$ cat config.mk
export PLATFORM = sky130hd
export DESIGN_NAME = serial_lut_loader
export DESIGN_NICKNAME = d
export VERILOG_FILES = /design/src/rtl/serial_lut_loader.sv
export SDC_FILE = /design/constraint.sdc
export NUM_CORES = 1
export LEC_CHECK = 0
export ABC_CLOCK_PERIOD_IN_PS = 2000
export BUFFER_PORTS_ARGS = -buffer_cell sky130_fd_sc_hd__buf_4
export CAP_MARGIN = 20
export CORE_ASPECT_RATIO = 2
export CORE_UTILIZATION = 55
export DETAILED_ROUTE_END_ITERATION = 12
export PLACE_DENSITY = 0.77
export SETUP_SLACK_MARGIN = 0.15
export SYNTH_ARGS = -nofsm -noshare
export SYNTH_HDL_FRONTEND = slang
export SYNTH_SLANG_ARGS = --single-unit
$ cat constraint.sdc
create_clock -name clk -period 2 [get_ports clk]
set_clock_uncertainty 0.05 [all_clocks]
set_input_delay 0.2 -clock clk [delete_from_list [all_inputs] [get_ports clk]]
set_output_delay 0.2 -clock clk [all_outputs]
set_load 0.005 [all_outputs]
$ cat src/rtl/serial_lut_loader.sv
// serial_lut_loader: shifts a whole LUT table out MSB-first on sclk/sd,
// framed by an active-low scs_n, for a serial-load LUT receiver that samples
// sd on every sclk rising edge while scs_n is low.
//
// Handshake: start_ready is high exactly when the block is idle. A transfer
// is accepted on the posedge where start_valid && start_ready && !abort. At
// that edge table_in is copied into the shadow register and then ignored.
// start_valid while busy is dropped, not queued. start_ready returns high in
// the done cycle, so a new request can be accepted on the edge that ends it.
module serial_lut_loader #(
  parameter int IN_WIDTH    = 4,
  parameter int OUT_WIDTH   = 4,
  parameter int HALF_PERIOD = 2,
  localparam int TABLE_BITS = (2 ** IN_WIDTH) * OUT_WIDTH
) (
  input  logic                  clk,
  input  logic                  rst_n,
  input  logic [TABLE_BITS-1:0] table_in,
  input  logic                  start_valid,
  output logic                  start_ready,
  input  logic                  abort,
  output logic                  sclk,
  output logic                  sd,
  output logic                  scs_n,
  output logic                  busy,
  output logic                  done,
  output logic [2:0]            state_dbg
);

  localparam int HP_W  = $clog2(HALF_PERIOD + 1);
  localparam int BIT_W = $clog2(TABLE_BITS + 1);
  // Each timed phase counts down from HALF_PERIOD-1 to 0.
  localparam logic [HP_W-1:0] HP_LOAD = HP_W'(HALF_PERIOD - 1);

  typedef enum logic [2:0] {
    S_IDLE  = 3'd0,
    S_SETUP = 3'd1,
    S_HIGH  = 3'd2,
    S_LOW   = 3'd3,
    S_HOLD  = 3'd4
  } state_t;

  state_t                  state_q;
  logic [TABLE_BITS-1:0]   shadow_q;
  logic [BIT_W-1:0]        bit_cnt_q;
  logic [HP_W-1:0]         hp_cnt_q;

  assign state_dbg = state_q;

  // Frame sequencer: state, counters, shadow register and all registered outputs.
  always_ff @(posedge clk) begin
    if (!rst_n) begin
      state_q     <= S_IDLE;
      shadow_q    <= '0;
      bit_cnt_q   <= '0;
      hp_cnt_q    <= '0;
      scs_n       <= 1'b1;
      sclk        <= 1'b0;
      sd          <= 1'b0;
      busy        <= 1'b0;
      done        <= 1'b0;
      start_ready <= 1'b1;
    end else begin
      done <= 1'b0;
      if (abort && (state_q != S_IDLE)) begin
        // Abort drops the frame on this edge with no done pulse.
        state_q     <= S_IDLE;
        bit_cnt_q   <= '0;
        hp_cnt_q    <= '0;
        scs_n       <= 1'b1;
        sclk        <= 1'b0;
        sd          <= 1'b0;
        busy        <= 1'b0;
        start_ready <= 1'b1;
      end else begin
        unique case (state_q)
          S_IDLE: begin
            if (start_valid && start_ready && !abort) begin
              shadow_q    <= table_in;
              bit_cnt_q   <= BIT_W'(TABLE_BITS);
              hp_cnt_q    <= HP_LOAD;
              state_q     <= S_SETUP;
              scs_n       <= 1'b0;
              sclk        <= 1'b0;
              sd          <= table_in[TABLE_BITS-1];
              busy        <= 1'b1;
              start_ready <= 1'b0;
            end
          end
          S_SETUP: begin
            if (hp_cnt_q == '0) begin
              state_q  <= S_HIGH;
              sclk     <= 1'b1;
              hp_cnt_q <= HP_LOAD;
            end else begin
              hp_cnt_q <= hp_cnt_q - 1'b1;
            end
          end
          S_HIGH: begin
            if (hp_cnt_q == '0) begin
              // The receiver has sampled this bit; advance to the next one.
              shadow_q  <= {shadow_q[TABLE_BITS-2:0], 1'b0};
              bit_cnt_q <= bit_cnt_q - 1'b1;
              sclk      <= 1'b0;
              hp_cnt_q  <= HP_LOAD;
              if (bit_cnt_q == BIT_W'(1)) begin
                state_q <= S_HOLD;
              end else begin
                state_q <= S_LOW;
                sd      <= shadow_q[TABLE_BITS-2];
              end
            end else begin
              hp_cnt_q <= hp_cnt_q - 1'b1;
            end
          end
          S_LOW: begin
            if (hp_cnt_q == '0) begin
              state_q  <= S_HIGH;
              sclk     <= 1'b1;
              hp_cnt_q <= HP_LOAD;
            end else begin
              hp_cnt_q <= hp_cnt_q - 1'b1;
            end
          end
          S_HOLD: begin
            if (hp_cnt_q == '0) begin
              state_q     <= S_IDLE;
              scs_n       <= 1'b1;
              sd          <= 1'b0;
              busy        <= 1'b0;
              start_ready <= 1'b1;
              done        <= 1'b1;
            end else begin
              hp_cnt_q <= hp_cnt_q - 1'b1;
            end
          end
          default: begin
            state_q <= S_IDLE;
          end
        endcase
      end
    end
  end

endmodule

**Word-level counts from Yosys, hierarchy flattened**

Cells that the tools add are included.

- Output and inout port bits: 9
- Input port bits: 68
- Register bits after elaboration: 80
- Word-level logic and storage cells: 76

- Bitwise logic cells: 3
- Equality and inequality tests: 11
- Mux-type cells: 28
- Add/subtract/negate cells: 2
- Reduce and logical (&&, ||, !) cells: 23

Operator list:

| operator | number |
|---|---|
| 63-bit 2-to-1 mux | 2 |
| 63-bit one-hot mux with 2 select lines | 1 |
| 3-bit 2-to-1 mux | 5 |
| 7-bit 2-to-1 mux | 2 |
| 7-bit one-hot mux with 2 select lines | 1 |
| 3-bit one-hot mux with 4 select lines | 1 |
| 4-bit AND reduction | 3 |
| 3-bit nonzero test | 4 |
| 2-bit inequality test, second input constant | 5 |
| 3-bit AND reduction | 3 |
| 1-bit 2-to-1 mux | 8 |
| 7-bit by 1-bit equality test with 1-bit output, second input constant | 1 |
| 7-bit by 1-bit subtractor with 7-bit output, second input constant | 1 |
| 3-bit by 2-bit equality test with 1-bit output, second input constant | 2 |
| 2-bit 2-to-1 mux | 3 |
| 1-bit one-hot mux with 3 select lines | 2 |
| 2-bit one-hot mux with 3 select lines | 1 |
| 3-bit OR reduction | 2 |
| 5-bit AND reduction | 1 |
| 1-bit one-hot mux with 2 select lines | 2 |
| 2-bit nonzero test | 2 |
| 2-bit OR reduction | 2 |
| 3-bit by 1-bit equality test with 1-bit output, second input constant | 1 |
| 3-bit equality test, second input constant | 1 |
| 7 further kinds | 11 |

**Logic depth before layout (Yosys ltp)**

- Depth after elaboration: 4
- Mapped depth: 8
- Mapped depth without buffers: 6

**Least setup slack after synthesis**

OpenSTA, ideal clock, no wires.

- Kind: reg-to-reg
- Start point: register hp_cnt_q[0]
- End point: register shadow_q[12]
- Path buffers: 3
- Clock period less this slack: 1688 ps
- Cell stages (with the launch flop): 9
- Arrival: 1522 ps
- Data required time: 1834 ps
- Library setup time: 116 ps
- Setup slack: 312 ps
- Path through: dfxtp_1 inv_1 ha_1 and3b_1 o21a_1 buf_4 buf_6 buf_6 o211a_1

- Word-level cells in the longest chain between the ends: 3

Ends and longest elaborated chain:

| what | RTL line | text |
|---|---|---|
| start: declaration | 46 | `logic [HP_W-1:0] hp_cnt_q;` |
| start signal: assignment | 96 | `hp_cnt_q <= hp_cnt_q - 1'b1;` |
| start signal: assignment | 113 | `hp_cnt_q <= hp_cnt_q - 1'b1;` |
| start signal: assignment | 122 | `hp_cnt_q <= hp_cnt_q - 1'b1;` |
| 2-bit logical NOT | 100 | `if (hp_cnt_q == '0) begin` |
| 2-bit inequality test (no line) | n/a |  |
| 4-bit AND reduction (no line) | n/a |  |
| end signal: assignment | 79 | `shadow_q <= table_in;` |
| end signal: assignment | 102 | `shadow_q <= {shadow_q[TABLE_BITS-2:0], 1'b0};` |
| end: declaration | 44 | `logic [TABLE_BITS-1:0] shadow_q;` |

No other way between the ends.
A chain may end at the register's enable or synchronous reset.

**Worst setup path in the final report**

- Start point: register state_q[1] (netlist: state_dbg[1])
- End point: register shadow_q[15]

- Word-level cells in the longest chain between the ends: 4
- Elaborated cells on any way between the ends: 10
- Those cells by class: eq/ne (3); mux (1); bitwise (1); reduce/logical (5)

Ends and longest elaborated chain:

| what | RTL line | text |
|---|---|---|
| start: declaration | 43 | `state_t state_q;` |
| start signal: assignment | 53 | `state_q <= S_IDLE;` |
| start signal: assignment | 67 | `state_q <= S_IDLE;` |
| start signal: assignment | 82 | `state_q <= S_SETUP;` |
| branches (longest 4 deep; another with 4-bit AND reduction) | n/a |  |

Parallel ways; which one is timed is not known.

==> metrics <==
status=finished, final reports clean; Yosys top cell by area=dfxtp_1; minimum clock period=1.74 ns; num rows=43; hold buffers post-CTS=0; Slew @ Worst Pin=0.651 ns; post-synthesis sequential area ratio=0.404; Placer Congestion=0.830; Unique masters post-synth=40; vias in the first global route=3035; post-route cell area=4840 µm²; ant diodes=0; CP startpoint kind=register; final wirelength=8450 µm; Post-CTS Setup Inserts=0; Setup Total Neg Slack=0 ns; DP Wirelength=5680 µm; Pleak=2.50 nW; post-synthesis register bit count=80; DRC viols=0; leading cell type in the layout, fill and taps excluded=buf_4; Die X-Extent=62.0 µm; Post-Syn Area=3960 µm²; top cells by area, synth=dfxtp_1, o211a_1, mux2i_1; final hold vios=0; Synth Area per Inst=9.83 µm²; CTS tree=done; global-route wire length before repair=13000 µm; nets@finish=540; Max Slew Vio Count=0; Synth Warn #=0; global route total overflow=0; CP Max Fanout=29; I/O pin count=77; crit path DAT=1.91 ns; Synth top area share=0.404; vias after detailed routing=3185; initial drt markers=191; initial antenna violation count=0; Synth Net Count=475; core footprint=6940 µm²; port bufs=76; CTS Root Cell=clkbuf_16; Clk Latency, worst-skew pair=0.33 ns; Final setup viols=0; max-cap check violation count=0; starting density of the core=0.571; TritonCTS Sinks=80; WP data required=2.17 ns; Max VDD drop=0.900 mV; Die Area=7570 µm²; Setup CP Type=register to register; most frequent cells in the layout=buf_4, dfxtp_1, nand2_1; Placement Cell Area=4550 µm²; largest net degree at the start of global routing=67; clock slew at reported path FFs=0.06 ns; WL/cell=15.0 µm; Inserted Clock Buffers=9; power per cell area=1280 nW/µm²; Synth Instances=403; CP endpoint kind=register; Hold Crit Class=input port to register; post-route clock period utilization=0.871; GRT Util Overall=0.229; H-tree levels=3; Synth-to-Final Area Change=22.2%; drt pass-1 iters=4; Worst slew margin=0.566; Max Fclk=0.574 GHz; Die Y-Extent=122 µm; vias per cell=5.66; RSZ-0062 raised after global routing=false; layout cells sized above 1=0.235; Clock Tree Buf Depth=2; post-route antenna net violation count=0
[cells in the mapped netlist]
cell	n
a2111oi_2	1
a211oi_1	4
a21boi_1	1
a21oi_1	9
a221oi_1	1
a22o_1	1
a22oi_1	1
and2_1	1
and3b_1	2
buf_2	11
buf_4	3
buf_6	12
clkbuf_1	11
dfxtp_1	80
ha_1	4
inv_1	7
mux2_2	1
mux2i_1	62
nand2_1	74
nand2b_1	2
nand3_1	2
nand3b_1	3
nand4b_1	1
nor2_1	11
nor2b_1	1
nor3_1	6
nor3b_2	1
nor4_1	2
nor4b_1	1
nor4bb_1	1
o2111ai_1	2
o211a_1	63
o211ai_1	3
o21a_1	2
o21ai_0	6
o21ai_1	1
o32a_1	1
or2_1	1
xnor2_1	3
xor2_1	4
[logic make-up after synthesis]
family,after synthesis,share of synthesized area
XOR/XNOR,7,0.0155
AO/OA/AOI/OAI,96,0.215
buffers and inverters,44,0.0708
flip-flops,80,0.404
adder cells (fa/ha/maj),4,0.0126
multiplexers,63,0.160
AND/OR/NAND/NOR,109,0.122
[timing repair]
item                                    CTS  global route
endpoints found under the hold margin     0             0
resized for setup                         0             5
endpoints found under the setup margin    0            38
[worst paths after layout]
path	startpoint	end	slack, ns	depth (start not counted)
worst max-delay path	state_dbg[1]$_SDFFE_PP0P_	shadow_q[15]$_SDFFE_PN0P_	0.26	5
worst min-delay path	table_in[0]	shadow_q[0]$_SDFFE_PN0P_	0.11	3
worst min register to register	shadow_q[0]$_SDFFE_PN0P_	shadow_q[0]$_SDFFE_PN0P_	0.42	2
worst max register to register	state_dbg[1]$_SDFFE_PP0P_	shadow_q[15]$_SDFFE_PN0P_	0.26	5
[metrics by stage]
step | util | setup WS [ns] | total power [mW] | hold WS [ns] | std cells
2_1_floorplan | - | 0.312 | 4.19 | 0.315 | 403
3_3_place_gp | 0.655 | 0.248 | 4.63 | 0.401 | 546
3_5_place_dp | 0.655 | 0.242 | 4.72 | 0.414 | 546
4_1_cts | 0.694 | 0.230 | 6.20 | 0.100 | 562
5_1_grt | 0.698 | 0.166 | 6.60 | 0.115 | 563
6_report | 0.698 | 0.257 | 6.20 | 0.113 | 563
[where the power goes]
part / internal, mW / switching [mW] / total [mW] / leakage (nW)
sequential: 2.07 / 0.309 / 2.38 / 0.657
clock: 0.871 / 0.604 / 1.48 / 0.130
combinational: 1.17 / 1.18 / 2.34 / 1.71
[critical path: stages (launching register included)]
cell     delay (ns)
dfxtp_1        0.43
nor3b_4        0.33
buf_6          0.38
mux2i_1        0.22
nand2_1        0.07
o211a_1        0.13
[state kept, by name, indices dropped and copies added, names as in the netlist]
| signal | cells |
|---|---|
| shadow_q | 63 |
| sd | 1 |
| done | 1 |
| busy | 1 |
| scs_n | 1 |
| bit_cnt_q | 7 |
| sclk | 1 |
| hp_cnt_q | 2 |
| state_dbg | 3 |
[layer usage]
layer  global-route usage  part of all wire
met1                0.235              0.39
met4                0.107             0.025
met3               0.0414             0.035
met2                0.419              0.55
met5                    0                 0
[final cells by class]
type	instances	area (µm²)
Multi-Input combinational cell	279	2100
Fill cell	578	2100
Sequential cell	80	1600
Timing Repair Buffer	91	729
Clock buffer	13	250
Tap cell	90	113
Inverter	7	26.3
Clock inverter	3	17.5
Power figures use the tool's default switching activity.
